$ cat src/rtl/cpu_pkg.sv
// Shared definitions for the MIPS decode stage: instruction encodings,
// the halt sentinel, the control bundle and the halt FSM states.
package cpu_pkg;

    // Primary opcodes (instr[31:26])
    localparam logic [5:0] OP_RTYPE = 6'h00;
    localparam logic [5:0] OP_J     = 6'h02;
    localparam logic [5:0] OP_JAL   = 6'h03;
    localparam logic [5:0] OP_BEQ   = 6'h04;
    localparam logic [5:0] OP_BNE   = 6'h05;
    localparam logic [5:0] OP_ADDI  = 6'h08;
    localparam logic [5:0] OP_ADDIU = 6'h09;
    localparam logic [5:0] OP_ANDI  = 6'h0c;
    localparam logic [5:0] OP_ORI   = 6'h0d;
    localparam logic [5:0] OP_XORI  = 6'h0e;
    localparam logic [5:0] OP_LW    = 6'h23;
    localparam logic [5:0] OP_SW    = 6'h2b;

    // R-type function codes (instr[5:0])
    localparam logic [5:0] FN_SLL  = 6'h00;
    localparam logic [5:0] FN_SRL  = 6'h02;
    localparam logic [5:0] FN_SRA  = 6'h03;
    localparam logic [5:0] FN_SLLV = 6'h04;
    localparam logic [5:0] FN_SRLV = 6'h06;
    localparam logic [5:0] FN_SRAV = 6'h07;
    localparam logic [5:0] FN_JR   = 6'h08;
    localparam logic [5:0] FN_ADD  = 6'h20;
    localparam logic [5:0] FN_ADDU = 6'h21;
    localparam logic [5:0] FN_SUB  = 6'h22;
    localparam logic [5:0] FN_SUBU = 6'h23;
    localparam logic [5:0] FN_AND  = 6'h24;
    localparam logic [5:0] FN_OR   = 6'h25;
    localparam logic [5:0] FN_XOR  = 6'h26;
    localparam logic [5:0] FN_NOR  = 6'h27;
    localparam logic [5:0] FN_SLT  = 6'h2a;

    // Instruction word that stops the CPU once older work has retired
    localparam logic [31:0] HALT_WORD = 32'hffff_ffff;

    // Control bundle handed to the execute stage
    typedef struct packed {
        logic       reg_write;
        logic       mem_to_reg;
        logic       mem_write;
        logic       branch;
        logic       jump;
        logic       reg_dst;
        logic [5:0] alu_op;
        logic [5:0] alu_funct;
    } ctrl_t;

    // Drain-then-halt state machine
    typedef enum logic [1:0] {
        ST_RUN   = 2'd0,
        ST_DRAIN = 2'd1,
        ST_HALT  = 2'd2
    } halt_state_e;

endpackage

$ cat src/rtl/decode_stage_ctrl_decode.sv
// Pure combinational control decoder: op/funct -> ctrl_t.
// Unrecognised encodings yield an all-zero bundle.
module ctrl_decode
    import cpu_pkg::*;
(
    input  logic [5:0] op,
    input  logic [5:0] funct,
    output ctrl_t      ctrl
);

    logic known;

    // Map each supported encoding to its control settings
    always_comb begin
        // NOTE: every output gets a default first so no path leaves it unassigned (no latch).
        ctrl  = '0;
        known = 1'b0;
        unique case (op)
            OP_RTYPE: begin
                unique case (funct)
                    FN_ADD, FN_ADDU, FN_SUB, FN_SUBU, FN_AND, FN_OR,
                    FN_XOR, FN_NOR, FN_SLT,
                    FN_SLL, FN_SLLV, FN_SRL, FN_SRLV, FN_SRA, FN_SRAV: begin
                        known          = 1'b1;
                        ctrl.reg_write = 1'b1;
                        ctrl.reg_dst   = 1'b1;
                    end
                    FN_JR: begin
                        known     = 1'b1;
                        ctrl.jump = 1'b1;
                    end
                    default: ;
                endcase
            end
            OP_LW: begin
                known           = 1'b1;
                ctrl.reg_write  = 1'b1;
                ctrl.mem_to_reg = 1'b1;
            end
            OP_SW: begin
                known          = 1'b1;
                ctrl.mem_write = 1'b1;
            end
            OP_ADDI, OP_ADDIU, OP_ANDI, OP_ORI, OP_XORI: begin
                known          = 1'b1;
                ctrl.reg_write = 1'b1;
            end
            OP_BEQ, OP_BNE: begin
                known       = 1'b1;
                ctrl.branch = 1'b1;
            end
            OP_J: begin
                known     = 1'b1;
                ctrl.jump = 1'b1;
            end
            OP_JAL: begin
                known          = 1'b1;
                ctrl.jump      = 1'b1;
                ctrl.reg_write = 1'b1;
            end
            default: ;
        endcase
        // Raw fields travel only with a recognised instruction
        if (known) begin
            ctrl.alu_op    = op;
            ctrl.alu_funct = funct;
        end
    end

endmodule

$ cat src/rtl/decode_stage.sv
// MIPS instruction-decode stage: IF/ID register with stall/flush, register
// file with write-to-read bypass, load-use hazard detection, control decode
// and a drain-then-halt state machine for clean CPU termination.
module decode_stage
    import cpu_pkg::*;
#(
    parameter int XLEN       = 32,
    parameter int NREGS      = 32,
    parameter int TERM_DRAIN = 4,
    parameter int AW         = $clog2(NREGS)
) (
    input  logic            CLK,
    input  logic            RST,
    input  logic            valid_in,
    input  logic [31:0]     instr_in,
    input  logic [XLEN-1:0] pc_plus4_in,
    input  logic            flush,
    input  logic            ex_mem_to_reg,
    input  logic [AW-1:0]   ex_rd_addr,
    input  logic            wb_we,
    input  logic [AW-1:0]   wb_addr,
    input  logic [XLEN-1:0] wb_data,
    output logic            stall_out,
    output logic            valid_out,
    output logic [XLEN-1:0] pc_plus4_out,
    output logic [XLEN-1:0] rs_data,
    output logic [XLEN-1:0] rt_data,
    output logic [AW-1:0]   rt_addr,
    output logic [AW-1:0]   rd_addr,
    output logic [4:0]      shamt,
    output logic [25:0]     jaddr,
    output logic [XLEN-1:0] imm_sext,
    output logic [XLEN-1:0] imm_zext,
    output logic            reg_write,
    output logic            mem_to_reg,
    output logic            mem_write,
    output logic            branch,
    output logic            jump,
    output logic            reg_dst,
    output logic [5:0]      alu_op,
    output logic [5:0]      alu_funct,
    output logic            terminate_out
);

    localparam int CW = (TERM_DRAIN > 1) ? $clog2(TERM_DRAIN) : 1;

    // IF/ID pipeline register
    logic [31:0]     instr_q, instr_d;
    logic [XLEN-1:0] pc_q, pc_d;
    logic            valid_q, valid_d;

    // Register file
    logic [XLEN-1:0] rf_q [NREGS];
    logic [XLEN-1:0] rf_d [NREGS];

    // Halt FSM
    halt_state_e     state_q;
    logic [CW-1:0]   cnt_q;

    logic [AW-1:0]   rs_addr;
    logic            hz;
    logic            halt_in_id;
    logic            issue;
    ctrl_t           ctrl_raw;
    ctrl_t           ctrl_out;

    assign rs_addr = AW'(instr_q[25:21]);
    assign rt_addr = AW'(instr_q[20:16]);
    assign rd_addr = AW'(instr_q[15:11]);
    assign shamt   = instr_q[10:6];
    assign jaddr   = instr_q[25:0];
    assign imm_sext = {{(XLEN-16){instr_q[15]}}, instr_q[15:0]};
    assign imm_zext = {{(XLEN-16){1'b0}}, instr_q[15:0]};

    // Load-use hazard: a load in EX writes a register this instruction reads
    assign hz = valid_q & ex_mem_to_reg & (ex_rd_addr != '0) &
                ((ex_rd_addr == rs_addr) | (ex_rd_addr == rt_addr));

    // A live halt word in ID stalls fetch right away so nothing younger
    // replaces it; a same-cycle flush squashes it instead.
    assign halt_in_id = (state_q == ST_RUN) & valid_q & ~flush &
                        (instr_q == HALT_WORD);

    assign stall_out     = hz | (state_q != ST_RUN) | halt_in_id;
    assign terminate_out = (state_q == ST_HALT);

    // Only a real, unstalled, non-halt instruction reaches EX
    assign issue     = valid_q & ~hz & (state_q == ST_RUN) & ~halt_in_id;
    assign valid_out = issue;
    assign ctrl_out  = issue ? ctrl_raw : '0;

    assign reg_write    = ctrl_out.reg_write;
    assign mem_to_reg   = ctrl_out.mem_to_reg;
    assign mem_write    = ctrl_out.mem_write;
    assign branch       = ctrl_out.branch;
    assign jump         = ctrl_out.jump;
    assign reg_dst      = ctrl_out.reg_dst;
    assign alu_op       = ctrl_out.alu_op;
    assign alu_funct    = ctrl_out.alu_funct;
    assign pc_plus4_out = pc_q;

    ctrl_decode u_ctrl_decode (
        .op    (instr_q[31:26]),
        .funct (instr_q[5:0]),
        .ctrl  (ctrl_raw)
    );

    // IF/ID next state: flush (ignored once halting) > hold > load
    always_comb begin
        instr_d = instr_q;
        pc_d    = pc_q;
        valid_d = valid_q;
        if (flush && (state_q == ST_RUN)) begin
            instr_d = '0;
            pc_d    = '0;
            valid_d = 1'b0;
        end else if (!stall_out) begin
            instr_d = instr_in;
            pc_d    = pc_plus4_in;
            valid_d = valid_in;
        end
    end

    // IF/ID register update
    always_ff @(posedge CLK) begin
        if (RST) begin
            // NOTE: state elements use non-blocking assignments so every flop samples pre-edge values.
            instr_q <= '0;
            pc_q    <= '0;
            valid_q <= 1'b0;
        end else begin
            instr_q <= instr_d;
            pc_q    <= pc_d;
            valid_q <= valid_d;
        end
    end

    // Register-file next state; register 0 is never written
    always_comb begin
        rf_d = rf_q;
        if (wb_we && (wb_addr != '0)) begin
            rf_d[wb_addr] = wb_data;
        end
    end

    // Register-file storage
    always_ff @(posedge CLK) begin
        if (RST) begin
            // NOTE: clearing every entry on reset makes this a flop array rather than an inferable RAM.
            for (int i = 0; i < NREGS; i++) begin
                rf_q[i] <= '0;
            end
        end else begin
            rf_q <= rf_d;
        end
    end

    // Operand read with same-cycle write-back bypass; $0 always reads zero
    always_comb begin
        rs_data = rf_q[rs_addr];
        rt_data = rf_q[rt_addr];
        if (rs_addr == '0) begin
            rs_data = '0;
        end else if (wb_we && (wb_addr == rs_addr)) begin
            rs_data = wb_data;
        end
        if (rt_addr == '0) begin
            rt_data = '0;
        end else if (wb_we && (wb_addr == rt_addr)) begin
            rt_data = wb_data;
        end
    end

    // Drain-then-halt FSM: wait TERM_DRAIN cycles after the halt word
    // reaches ID, then park in HALT until reset
    always_ff @(posedge CLK) begin
        if (RST) begin
            state_q <= ST_RUN;
            cnt_q   <= '0;
        end else begin
            unique case (state_q)
                ST_RUN: begin
                    if (halt_in_id) begin
                        if (TERM_DRAIN <= 1) begin
                            state_q <= ST_HALT;
                            cnt_q   <= '0;
                        end else begin
                            state_q <= ST_DRAIN;
                            cnt_q   <= CW'(TERM_DRAIN - 1);
                        end
                    end
                end
                ST_DRAIN: begin
                    if (cnt_q <= CW'(1)) begin
                        state_q <= ST_HALT;
                    end
                    if (cnt_q != '0) begin
                        cnt_q <= cnt_q - CW'(1);
                    end
                end
                ST_HALT: ;
                default: begin
                    state_q <= ST_RUN;
                    cnt_q   <= '0;
                end
            endcase
        end
    end

endmodule
$ cat config.mk
export PLATFORM = sky130hd
export DESIGN_NAME = decode_stage
export DESIGN_NICKNAME = d
export VERILOG_FILES = /design/src/rtl/cpu_pkg.sv /design/src/rtl/decode_stage_ctrl_decode.sv /design/src/rtl/decode_stage.sv
export SDC_FILE = /design/constraint.sdc
export NUM_CORES = 2
export LEC_CHECK = 0
export ABC_AREA = 1
export CORE_ASPECT_RATIO = 1.75
export CORE_MARGIN = 2
export CORE_UTILIZATION = 25
export DETAILED_ROUTE_END_ITERATION = 10
export SYNTH_ARGS = -nofsm -noshare
export SYNTH_HDL_FRONTEND = slang
export SYNTH_HIERARCHICAL = 1
export SYNTH_SLANG_ARGS = --single-unit
$ cat constraint.sdc
create_clock -name CLK -period 2.8 [get_ports CLK]
set_input_delay 0.56 -clock CLK [delete_from_list [all_inputs] [get_ports CLK]]
set_output_delay 0.56 -clock CLK [all_outputs]
set_load 0.005 [all_outputs]
==> flow_summary.json <==
{
  "violations": "setup timing",
  "finalCritPeriodShare_pct": 120,
  "period_needed_ns": 3.36,
  "fin_util_pct": 33.6,
  "final_nets": 9901,
  "synth.distinct_cells": 34,
  "power_density_nw_per_um2": 463,
  "portBuffers": 316,
  "dp_cells": 12600,
  "initial_core_util_pct": 25.1,
  "cp_top_family": "buffers and inverters",
  "wl_per_cell_um": 23.2,
  "ys_warn_count": 6,
  "fp.dieW_um": 375,
  "maxSlewViolCount": 0,
  "status": "complete, but fails checks",
  "routed_via_density": 5.25,
  "vias": 68200,
  "cp-end-kind": "primary output",
  "grt_max_degree": 116,
  "rsz0062_at_grt": "true",
  "drive_gt1_share_pct": 18.4,
  "final_area_um2": 80600,
  "dp_hpwl_um": 191000,
  "worst_slew_pin_slew_ns": 0.681,
  "antenna_found_initial": 12,
  "max_freq_mhz": 297,
  "drv_cap": 0,
  "syn-mean-instance-area_um2": 6.36,
  "overflow": 0,
  "root_buffer": "clkbuf_16",
  "synth_area_um2": 60200,
  "crit_path_start_kind": "register",
  "synth.top_cell.area_share_pct": 36.3,
  "cts_sinks": 1093,
  "syn_inst": 9465,
  "grt.total_usage_pct": 23.0,
  "io_pins": 334,
  "yosysTopAreaCell": "dfxtp_1",
  "seq_area_frac_synth_pct": 36.3,
  "peakVddDrop_mv": 0.497,
  "slowest_stage": "dfxtp_4",
  "max_slew_margin_pct": 54.6,
  "hold_violations": 0,
  "die_area_um2": 245000,
  "power.leakage_nw": 30.8,
  "core_area_um2": 240000,
  "synthTopCellsByArea": "dfxtp_1 (36%), nand2_1 (11%), o21ai_0 (11%), a21oi_1 (8.4%), nor2_1 (7.7%)",
  "cp_num_buf_inv": 9,
  "ant_nets": 0,
  "hold_buffers": 0,
  "power_w": 0.0373,
  "cts-buffers-inserted": 100,
  "cts_max_level": 3,
  "max_stage_delay_ns": 0.36,
  "pre_cts_slack_ns": -0.654,
  "critPathMaxFanout": 8,
  "clk_path_buf_depth": 3,
  "place_congestion": 0.908,
  "final_cell_count_no_fill": 13000,
  "grt_pass1_wl_um": 422000,
  "cts_tree": "built",
  "rrSetupSlack_ns": 0.46,
  "area_delta_synth_final_pct": 33.8,
  "placed_cell_area_um2": 71100,
  "detail_route.first_pass.iterations": 9,
  "rows": 238,
  "ys_seq_elements": 1093,
  "min_path_type": "in -> reg",
  "clk_latency_ns": 0.74,
  "worst-setup-path-type": "reg -> out",
  "finalSetupViolCount": 83,
  "crit_path_cell_trace": "buf_12 > buf_16 > inv_16 > buf_8 > a21oi_2 > nand4_1 > buf_6 > buf_8 > buf_12 > buf_6 > o21ai_2 > a21oi_1 > buf_2",
  "drt-total-wl_um": 301000,
  "drc_errors": 0,
  "dr.first_iter.drc_count": 6307,
  "cts.clk_slew.worst_paths_ns": 0.06,
  "fin_ws_ns": -0.565,
  "fin_skew_ns": 0.0279,
  "die_h_um": 653,
  "cp.required_ns": 2.24,
  "grt_pass1_vias": 62500,
  "crit_arrival_ns": 2.80
}
-- sequential cells by signal, summed over array words and instances, names as in the netlist --
signal and count:
rf_q 1024, cnt_q 2, state_q 2, valid_q 1
pc_plus4_out 32, instr_q 32
-- cells in the mapped netlist (all sizes together) --
cell / instances
nand2: 1742
o21ai: 1358
nor2: 1251
dfxtp: 1093
a21oi: 1056
nand3: 766
inv: 737
buf: 499
clkbuf: 474
o211ai: 394
nand3b: 53
nor3: 10
or2: 8
nand4: 7
xnor2: 4
clkinv: 3
xor2: 3
conb: 2
ha: 2
o22ai: 2
a31oi: 1
-- cells by family after synthesis --
group	count (synthesis)	share of synthesized area (%)
AND/OR/NAND/NOR	3837	26.1
buffers and inverters	1713	12.2
AO/OA/AOI/OAI	2811	25.3
other	2	0.0125
adder cells (fa/ha/maj)	2	0.0415
flip-flops	1093	36.3
XOR/XNOR	7	0.102
-- per-layer routing --
layer  vias to the layer above  GRT usage [%]  share of wire, %  wire length (um)
li1                      31700              -                 -                 -
met1                     31700           26.6                37            112000
met2                      3725           37.8                46            138000
met3                      1121           3.64               8.2             24800
met4                         2           18.2               8.9             27000
met5                         -              0            0.0030                 9
-- through the flow --
step	setup TNS (ns)	hold slack, ns
4_1_cts	-41.24	0.324
2_1_floorplan	0	0.419
5_1_grt	-41.51	0.354
3_5_place_dp	-40.94	0.435
6_report	-36.10	0.349
3_3_place_gp	-41.26	0.432
-- final cells by class --
class / count / area [um^2]
Antenna cell: 7 / 17.5
Clock buffer: 141 / 2960
Clock inverter: 40 / 508
Fill cell: 25300 / 159000
Inverter: 740 / 2860
Multi-Input combinational cell: 6674 / 33700
Sequential cell: 1093 / 21900
Tap cell: 3120 / 3900
Timing Repair Buffer: 1176 / 14700
Timing Repair inverter: 2 / 38.8
-- cells in the final DEF, fill, tap and decap left out, types with 12 or more instances in the layout --
cell type / Yosys / routed
buf_6: 11 / 77
buf_16: 0 / 54
o21ai_0: 1303 / 1187
conb_1: 2 / 17
nand2_4: 1 / 59
nand3b_1: 53 / 53
nand2_1: 1739 / 1540
dfxtp_1: 1093 / 1083
buf_12: 0 / 258
clkbuf_2: 1 / 12
o211ai_1: 394 / 394
clkbuf_16: 0 / 125
clkdlybuf4s50_1: 0 / 230
clkbuf_8: 0 / 28
inv_2: 32 / 35
buf_8: 0 / 38
a21oi_2: 40 / 185
nand2_2: 2 / 141
clkinv_2: 0 / 27
nor2_1: 1240 / 1167
o21ai_1: 55 / 126
nor2_2: 7 / 48
o21ai_2: 0 / 36
nand3_1: 760 / 654
inv_1: 705 / 688
a21oi_1: 1016 / 865
nand3_2: 5 / 107
nor2_4: 4 / 36
buf_4: 123 / 407
clkbuf_1: 473 / 12
buf_2: 289 / 63
-- timing repair --
action,CTS,global route
cloned,44,27
gates resized for setup,781,585
buffers inserted,101,53
setup endpoints to repair,85,85
pin swaps,180,290
-- power by group --
group	switching [W]	internal (W)
Combinational	0.00383	0.00250
Sequential	0.000141	0.0158
Clock	0.00692	0.00815
Total	0.0109	0.0264
-- worst reg2reg max path: cells and delay by family (launching register included) --
family	cells	cell delay [ns]
buffers and inverters	7	1.16
DFF	1	0.35
and+or+nand+nor	9	0.73
-- worst paths after layout --
path                           to  depth (start not counted)   startpoint
hold / removal        instr_q[23]                          4          RST
hold reg to reg         rf_q[992]                          2    rf_q[992]
setup reg to reg  pc_plus4_out[9]                         16  instr_q[16]
setup / recovery      rt_data[13]                         13  instr_q[16]
(Power assumes the default switching activity.)
